<file path="src/rtl/pipe_hazard_ctrl.sv">
// Stall/flush sequencer for the 5-stage core pipeline registers.
// Resolves load-use, taken jumps, fetch wait and multi-cycle EX ops.
module pipe_hazard_ctrl #(
    parameter int REG_W      = 5,
    parameter int FLUSH_CYC  = 1,
    parameter int MC_TIMEOUT = 64,
    parameter int CNT_W      = 16
) (
    input  logic             clk,
    input  logic             rst,
    input  logic [REG_W-1:0] id_rs1,
    input  logic [REG_W-1:0] id_rs2,
    input  logic             id_uses_rs2,
    input  logic             ex_mem_read,
    input  logic [REG_W-1:0] ex_rd,
    input  logic             ex_jump,
    input  logic             ex_mc_start,
    input  logic             ex_mc_done,
    input  logic             imem_ready,
    output logic             pc_we,
    output logic             ifid_we,
    output logic             ifid_flush,
    output logic             idex_flush,
    output logic             ex_hold,
    output logic [1:0]       state_o,
    output logic             mc_timeout_o,
    output logic [CNT_W-1:0] stall_cnt
);

    typedef enum logic [1:0] {
        RUN    = 2'd0,
        FLUSH  = 2'd1,
        MCWAIT = 2'd2
    } state_t;

    localparam int MW = $clog2(MC_TIMEOUT + 1);
    localparam logic [1:0] F_RELOAD = 2'(FLUSH_CYC - 1);

    state_t           state_q, state_d;
    logic [1:0]       fcnt_q, fcnt_d;
    logic [MW-1:0]    mcnt_q, mcnt_d;
    logic             to_q, to_set;
    logic [CNT_W-1:0] cnt_q;
    logic             load_use;
    logic             run_eval, jmp_en, mc_en;

    assign load_use = ex_mem_read && (ex_rd != '0) &&
                      ((ex_rd == id_rs1) ||
                       (id_uses_rs2 && (ex_rd == id_rs2)));

    always_comb begin
        pc_we      = 1'b1;
        ifid_we    = 1'b1;
        ifid_flush = 1'b0;
        idex_flush = 1'b0;
        ex_hold    = 1'b0;
        state_d    = state_q;
        fcnt_d     = fcnt_q;
        mcnt_d     = mcnt_q;
        to_set     = 1'b0;
        run_eval   = 1'b0;
        jmp_en     = 1'b0;
        mc_en      = 1'b0;
        if (rst) begin
            pc_we      = 1'b0;
            ifid_we    = 1'b0;
            ifid_flush = 1'b1;
            idex_flush = 1'b1;
        end else begin
            unique case (state_q)
                FLUSH: begin
                    if (ex_jump) begin
                        ifid_flush = 1'b1;
                        idex_flush = 1'b1;
                        fcnt_d     = F_RELOAD;
                        if (FLUSH_CYC <= 1) state_d = RUN;
                    end else begin
                        ifid_flush = 1'b1;
                        pc_we      = imem_ready;
                        if (imem_ready) begin
                            if (fcnt_q <= 2'd1) begin
                                fcnt_d  = '0;
                                state_d = RUN;
                            end else begin
                                fcnt_d = fcnt_q - 2'd1;
                            end
                        end
                    end
                end
                MCWAIT: begin
                    mcnt_d = mcnt_q + MW'(1);
                    if (ex_mc_done || (mcnt_q == MW'(MC_TIMEOUT))) begin
                        // Exit cycle is a normal RUN cycle; EX is released
                        to_set   = !ex_mc_done;
                        run_eval = 1'b1;
                        mcnt_d   = '0;
                        state_d  = RUN;
                    end else begin
                        ex_hold = 1'b1;
                        pc_we   = 1'b0;
                        ifid_we = 1'b0;
                    end
                end
                default: begin
                    run_eval = 1'b1;
                    jmp_en   = 1'b1;
                    mc_en    = 1'b1;
                end
            endcase

            if (run_eval) begin
                if (jmp_en && ex_jump) begin
                    ifid_flush = 1'b1;
                    idex_flush = 1'b1;
                    if (FLUSH_CYC > 1) begin
                        state_d = FLUSH;
                        fcnt_d  = F_RELOAD;
                    end
                end else if (mc_en && ex_mc_start && !ex_mc_done) begin
                    ex_hold = 1'b1;
                    pc_we   = 1'b0;
                    ifid_we = 1'b0;
                    state_d = MCWAIT;
                    mcnt_d  = MW'(1);
                end else if (load_use) begin
                    pc_we      = 1'b0;
                    ifid_we    = 1'b0;
                    idex_flush = 1'b1;
                end else if (!imem_ready) begin
                    pc_we      = 1'b0;
                    ifid_flush = 1'b1;
                end
            end
        end
    end

    always_ff @(posedge clk) begin
        if (rst) begin
            state_q <= RUN;
            fcnt_q  <= '0;
            mcnt_q  <= '0;
            to_q    <= 1'b0;
            cnt_q   <= '0;
        end else begin
            state_q <= state_d;
            fcnt_q  <= fcnt_d;
            mcnt_q  <= mcnt_d;
            if (to_set) to_q <= 1'b1;
            if (!pc_we && (cnt_q != '1)) cnt_q <= cnt_q + CNT_W'(1);
        end
    end

    assign state_o      = rst ? 2'd0 : state_q;
    assign mc_timeout_o = !rst && (to_q || to_set);
    assign stall_cnt    = rst ? '0 : cnt_q;

endmodule

</file>
<file path="config.mk">
export PLATFORM = sky130hd
export DESIGN_NAME = pipe_hazard_ctrl
export DESIGN_NICKNAME = d
export VERILOG_FILES = /design/src/rtl/pipe_hazard_ctrl.sv
export SDC_FILE = /design/constraint.sdc
export NUM_CORES = 1
export LEC_CHECK = 0
export BUFFER_PORTS_ARGS = -buffer_cell sky130_fd_sc_hd__buf_2
export CAP_MARGIN = 10
export CORE_MARGIN = 1.5
export CORE_UTILIZATION = 52
export CTS_CLUSTER_DIAMETER = 150
export DETAILED_ROUTE_END_ITERATION = 16
export GPL_ROUTABILITY_DRIVEN = 1
export PLACE_DENSITY = 0.79
export SETUP_SLACK_MARGIN = 0.3
export SLEW_MARGIN = 40
export SYNTH_ARGS = -nofsm -noshare
export SYNTH_HDL_FRONTEND = slang
export SYNTH_SLANG_ARGS = --single-unit
</file>
<file path="constraint.sdc">
create_clock -name clk -period 3.1 [get_ports clk]
set_input_delay 0.31 -clock clk [delete_from_list [all_inputs] [get_ports clk]]
set_output_delay 0.31 -clock clk [all_outputs]
set_load 0.01 [all_outputs]
</file>
==> metrics.yaml <==
clock_tree:
  clock_sinks: 28
  cts_setup_buffers: 0
  cts_root_buf: "clkbuf_4"
  clock_latency_ps: 330
  ctsHtreeMaxLevel: 1
  cts_made_buffers: 3
  cts_hold_buf: 0
  cts_tree: "built"
  cts.clk_slew.worst_paths_ps: 150
  ctsResizeCount: 0
  cts_buffer_depth: 2
grt:
  grt_max_degree: 35
  grt_pass1_wl_mm: 5.88
  grt_usage_pct: 20.0
  grt.overflow.total: 0
  antenna_found_initial: 0
  grt_pass1_vias: 1405
setup_path:
  critPathCaptureType: "flip-flop"
  worstPathRequired_ps: 3340
  cp_slowest_cell: "o41ai_4"
  crit_top_cell: "inv_1"
  crit_arrival_ps: 2850
  path_class: "flip-flop to flip-flop"
  cp_slowest_stage_delay_ps: 400
  start_kind: "flip-flop"
  worstPathCellList: "inv_1, ha_1, inv_1, o41ai_4, o22ai_1, o21bai_4, buf_4, nor4b_1, mux2_1"
  reg2regPathDepth: 9
  path_max_fanout: 8
synth:
  postSynthAreaPerCell_sq_um: 8.07
  netlist_area_sq_um: 1790
  synth_edf_count: 0
  seq_area_frac_synth_pct: 31.3
  synth_fp_nets: 250
  yosysWarnings: 0
  ys_seq_elements: 28
  postSynth.asyncResetShare_pct: 0
  synthesis.instances: 222
  ys_types: 52
  synth_ff_type: "dfxtp_1"
timing:
  tightest_slew_ps: 541
  hold_violations: 0
  finClkSkew_ps: 1.98
  drv_slew: 0
  fin_tns_setup_ps: 0
  setup_viol: 0
  slew_headroom_pct: 63.9
  min_period_ps: 2610
  fmax_mhz: 383
  fin_crit_sh_pct: 84.3
  rsz0062_at_grt: "false"
cells_and_area:
  final_layout_size_suffix_gt1_share_pct: 24.8
  n_antenna_cell: 0
  syn2layout_area_growth_pct: 18.4
  final_cell_count_no_fill: 316
  nets: 299
power:
  power.leakage_nw: 0.913
  combPwrFrac_pct: 17.4
  pwr-share-seq_pct: 55.7
  switching_power_mw: 0.180
  clockPowerShare_pct: 26.9
  vdd_ir_drop_max_uv: 219
  power_per_cell_area_nw_per_um2: 315
  internal-power_mw: 0.488
  power_switching_share_pct: 27.0
place:
  numPlacedInstances: 308
  dpl.hpwl_mm: 2.86
  gp_congestion: 0.800
  io_buffers: 46
floorplan:
  core_area_sq_um: 3310
  dieArea_sq_um: 3800
  die_w_um: 61.7
  initial_core_util_pct: 54.1
  num_rows: 21
  die_y_um: 61.7
  io_pins: 47
route:
  drc: 0
  drt-vias-per-instance: 5.23
  first_pass_iters: 4
  drt-total-wl_mm: 3.69
  wl_per_cell_um: 11.7
  vias: 1654
  drtIter0Drc: 58
  ant_nets: 0
run:
  cap_violations: 0
hold_path:
  hold_path_class: "input port to flip-flop"
  min_path_cells: 4
outcome:
  status: "finished, final reports clean"
==> cells in the mapped netlist (all sizes together) (2+ instances only) <==
| library cell | number | share of area, % |
|---|---|---|
| o41ai | 2 | 2.0 |
| mux2 | 10 | 6.3 |
| ha | 5 | 3.5 |
| nand3 | 6 | 1.7 |
| nand2 | 14 | 2.9 |
| nor3 | 12 | 3.9 |
| xor2 | 12 | 5.9 |
| o31a | 2 | 0.98 |
| clkbuf | 3 | 0.63 |
| nand2b | 2 | 0.70 |
| nor4b | 2 | 0.98 |
| dfxtp | 28 | 31 |
| nand4 | 2 | 0.70 |
| a21oi | 6 | 1.7 |
| a32oi | 2 | 0.98 |
| o31ai | 2 | 0.84 |
| inv | 13 | 2.7 |
| and3 | 3 | 1.0 |
| nor2 | 42 | 8.8 |
| buf | 5 | 1.7 |
| nor4 | 4 | 2.6 |
| or2 | 4 | 1.5 |
| nor2b | 13 | 4.5 |
| o21ai | 7 | 2.2 |
| xnor2 | 3 | 1.5 |
| or4 | 3 | 1.3 |
==> power by group through the flow <==
stage | sequential [mW] | clock, mW | combinational, mW
after floorplan | 0.378 | 0 | 0.0748
after global placement | 0.380 | 0 | 0.107
after detailed placement | 0.380 | 0 | 0.108
after CTS | 0.372 | 0.186 | 0.109
after global routing | 0.374 | 0.198 | 0.130
final | 0.372 | 0.180 | 0.117
==> final cells by class <==
cell class,count,area (sq um)
clock buffers,4,36.3
fillers,315,1190
inverters,13,48.8
multi-input cells,173,1140
flip-flops and latches,28,561
well taps,46,57.6
repair buffers,52,275
==> worst max-delay path, delay by kind of cell, from the launching register on <==
family	cells	cell delay, ps
DFF	1	360
AOI/OAI and AO/OA	3	800
muxes	1	350
adders and majority gates	1	290
and+or+nand+nor	1	320
buffers and inverters	3	400
==> worst paths after layout <==
check / start / endpoint / slack, ps
worst max-delay path: state_q[0] / cnt_q[10] / 490
worst min-delay path: ex_mc_done / to_q / 340
worst max register to register: state_q[0] / cnt_q[10] / 490
worst min register to register: to_q / to_q / 480
==> sequential cells by signal (all words and copies together) (netlist names) <==
name     flops
fcnt_q       2
mcnt_q       7
state_q      2
cnt_q       16
to_q         1
==> routing by layer <==
metal / up-vias / wire length, um / GRT usage (%)
li1: 862 / - / -
met1: 762 / 1800 / 26.8
met2: 26 / 1730 / 32.9
met3: 4 / 125 / 3.99
met4: 0 / 27 / 4.86
met5: - / 0 / 0
==> through the flow <==
stage / setup WS (ps) / util [%] / power, mW / area (sq um) / hold slack, ps
2_1_floorplan: 844 / - / 0.453 / 1790 / 424
3_3_place_gp: 459 / 61.9 / 0.486 / 2050 / 447
3_5_place_dp: 396 / 61.9 / 0.488 / 2050 / 449
4_1_cts: 395 / 63.0 / 0.668 / 2090 / 333
5_1_grt: 337 / 64.1 / 0.702 / 2120 / 370
6_report: 486 / 64.1 / 0.668 / 2120 / 337
==> placed cells by master (no fill, tap or decap), types with 5 or more instances in the layout <==
master / count
ha_1: 5
nor3_1: 10
nand2_1: 14
xor2_1: 12
mux2_1: 10
dfxtp_1: 28
a21oi_1: 6
nor2b_1: 13
nor2_1: 42
nand3_1: 6
buf_4: 6
buf_2: 46
inv_1: 13
==> kinds of logic (layout without fill, tap and decap cells) <==
kind of cell | count (synthesis) | after routing | synth area share, %
DFF | 28 | 28 | 31.3
muxes | 11 | 11 | 6.85
xor gates and xnor gates | 15 | 15 | 7.34
and+or+nand+nor | 111 | 111 | 32.4
AOI/OAI and AO/OA | 31 | 31 | 13.6
buffers and inverters | 21 | 69 | 5.10
adders and majority gates | 5 | 5 | 3.49
Note: power is estimated with default switching activity, not from simulation.
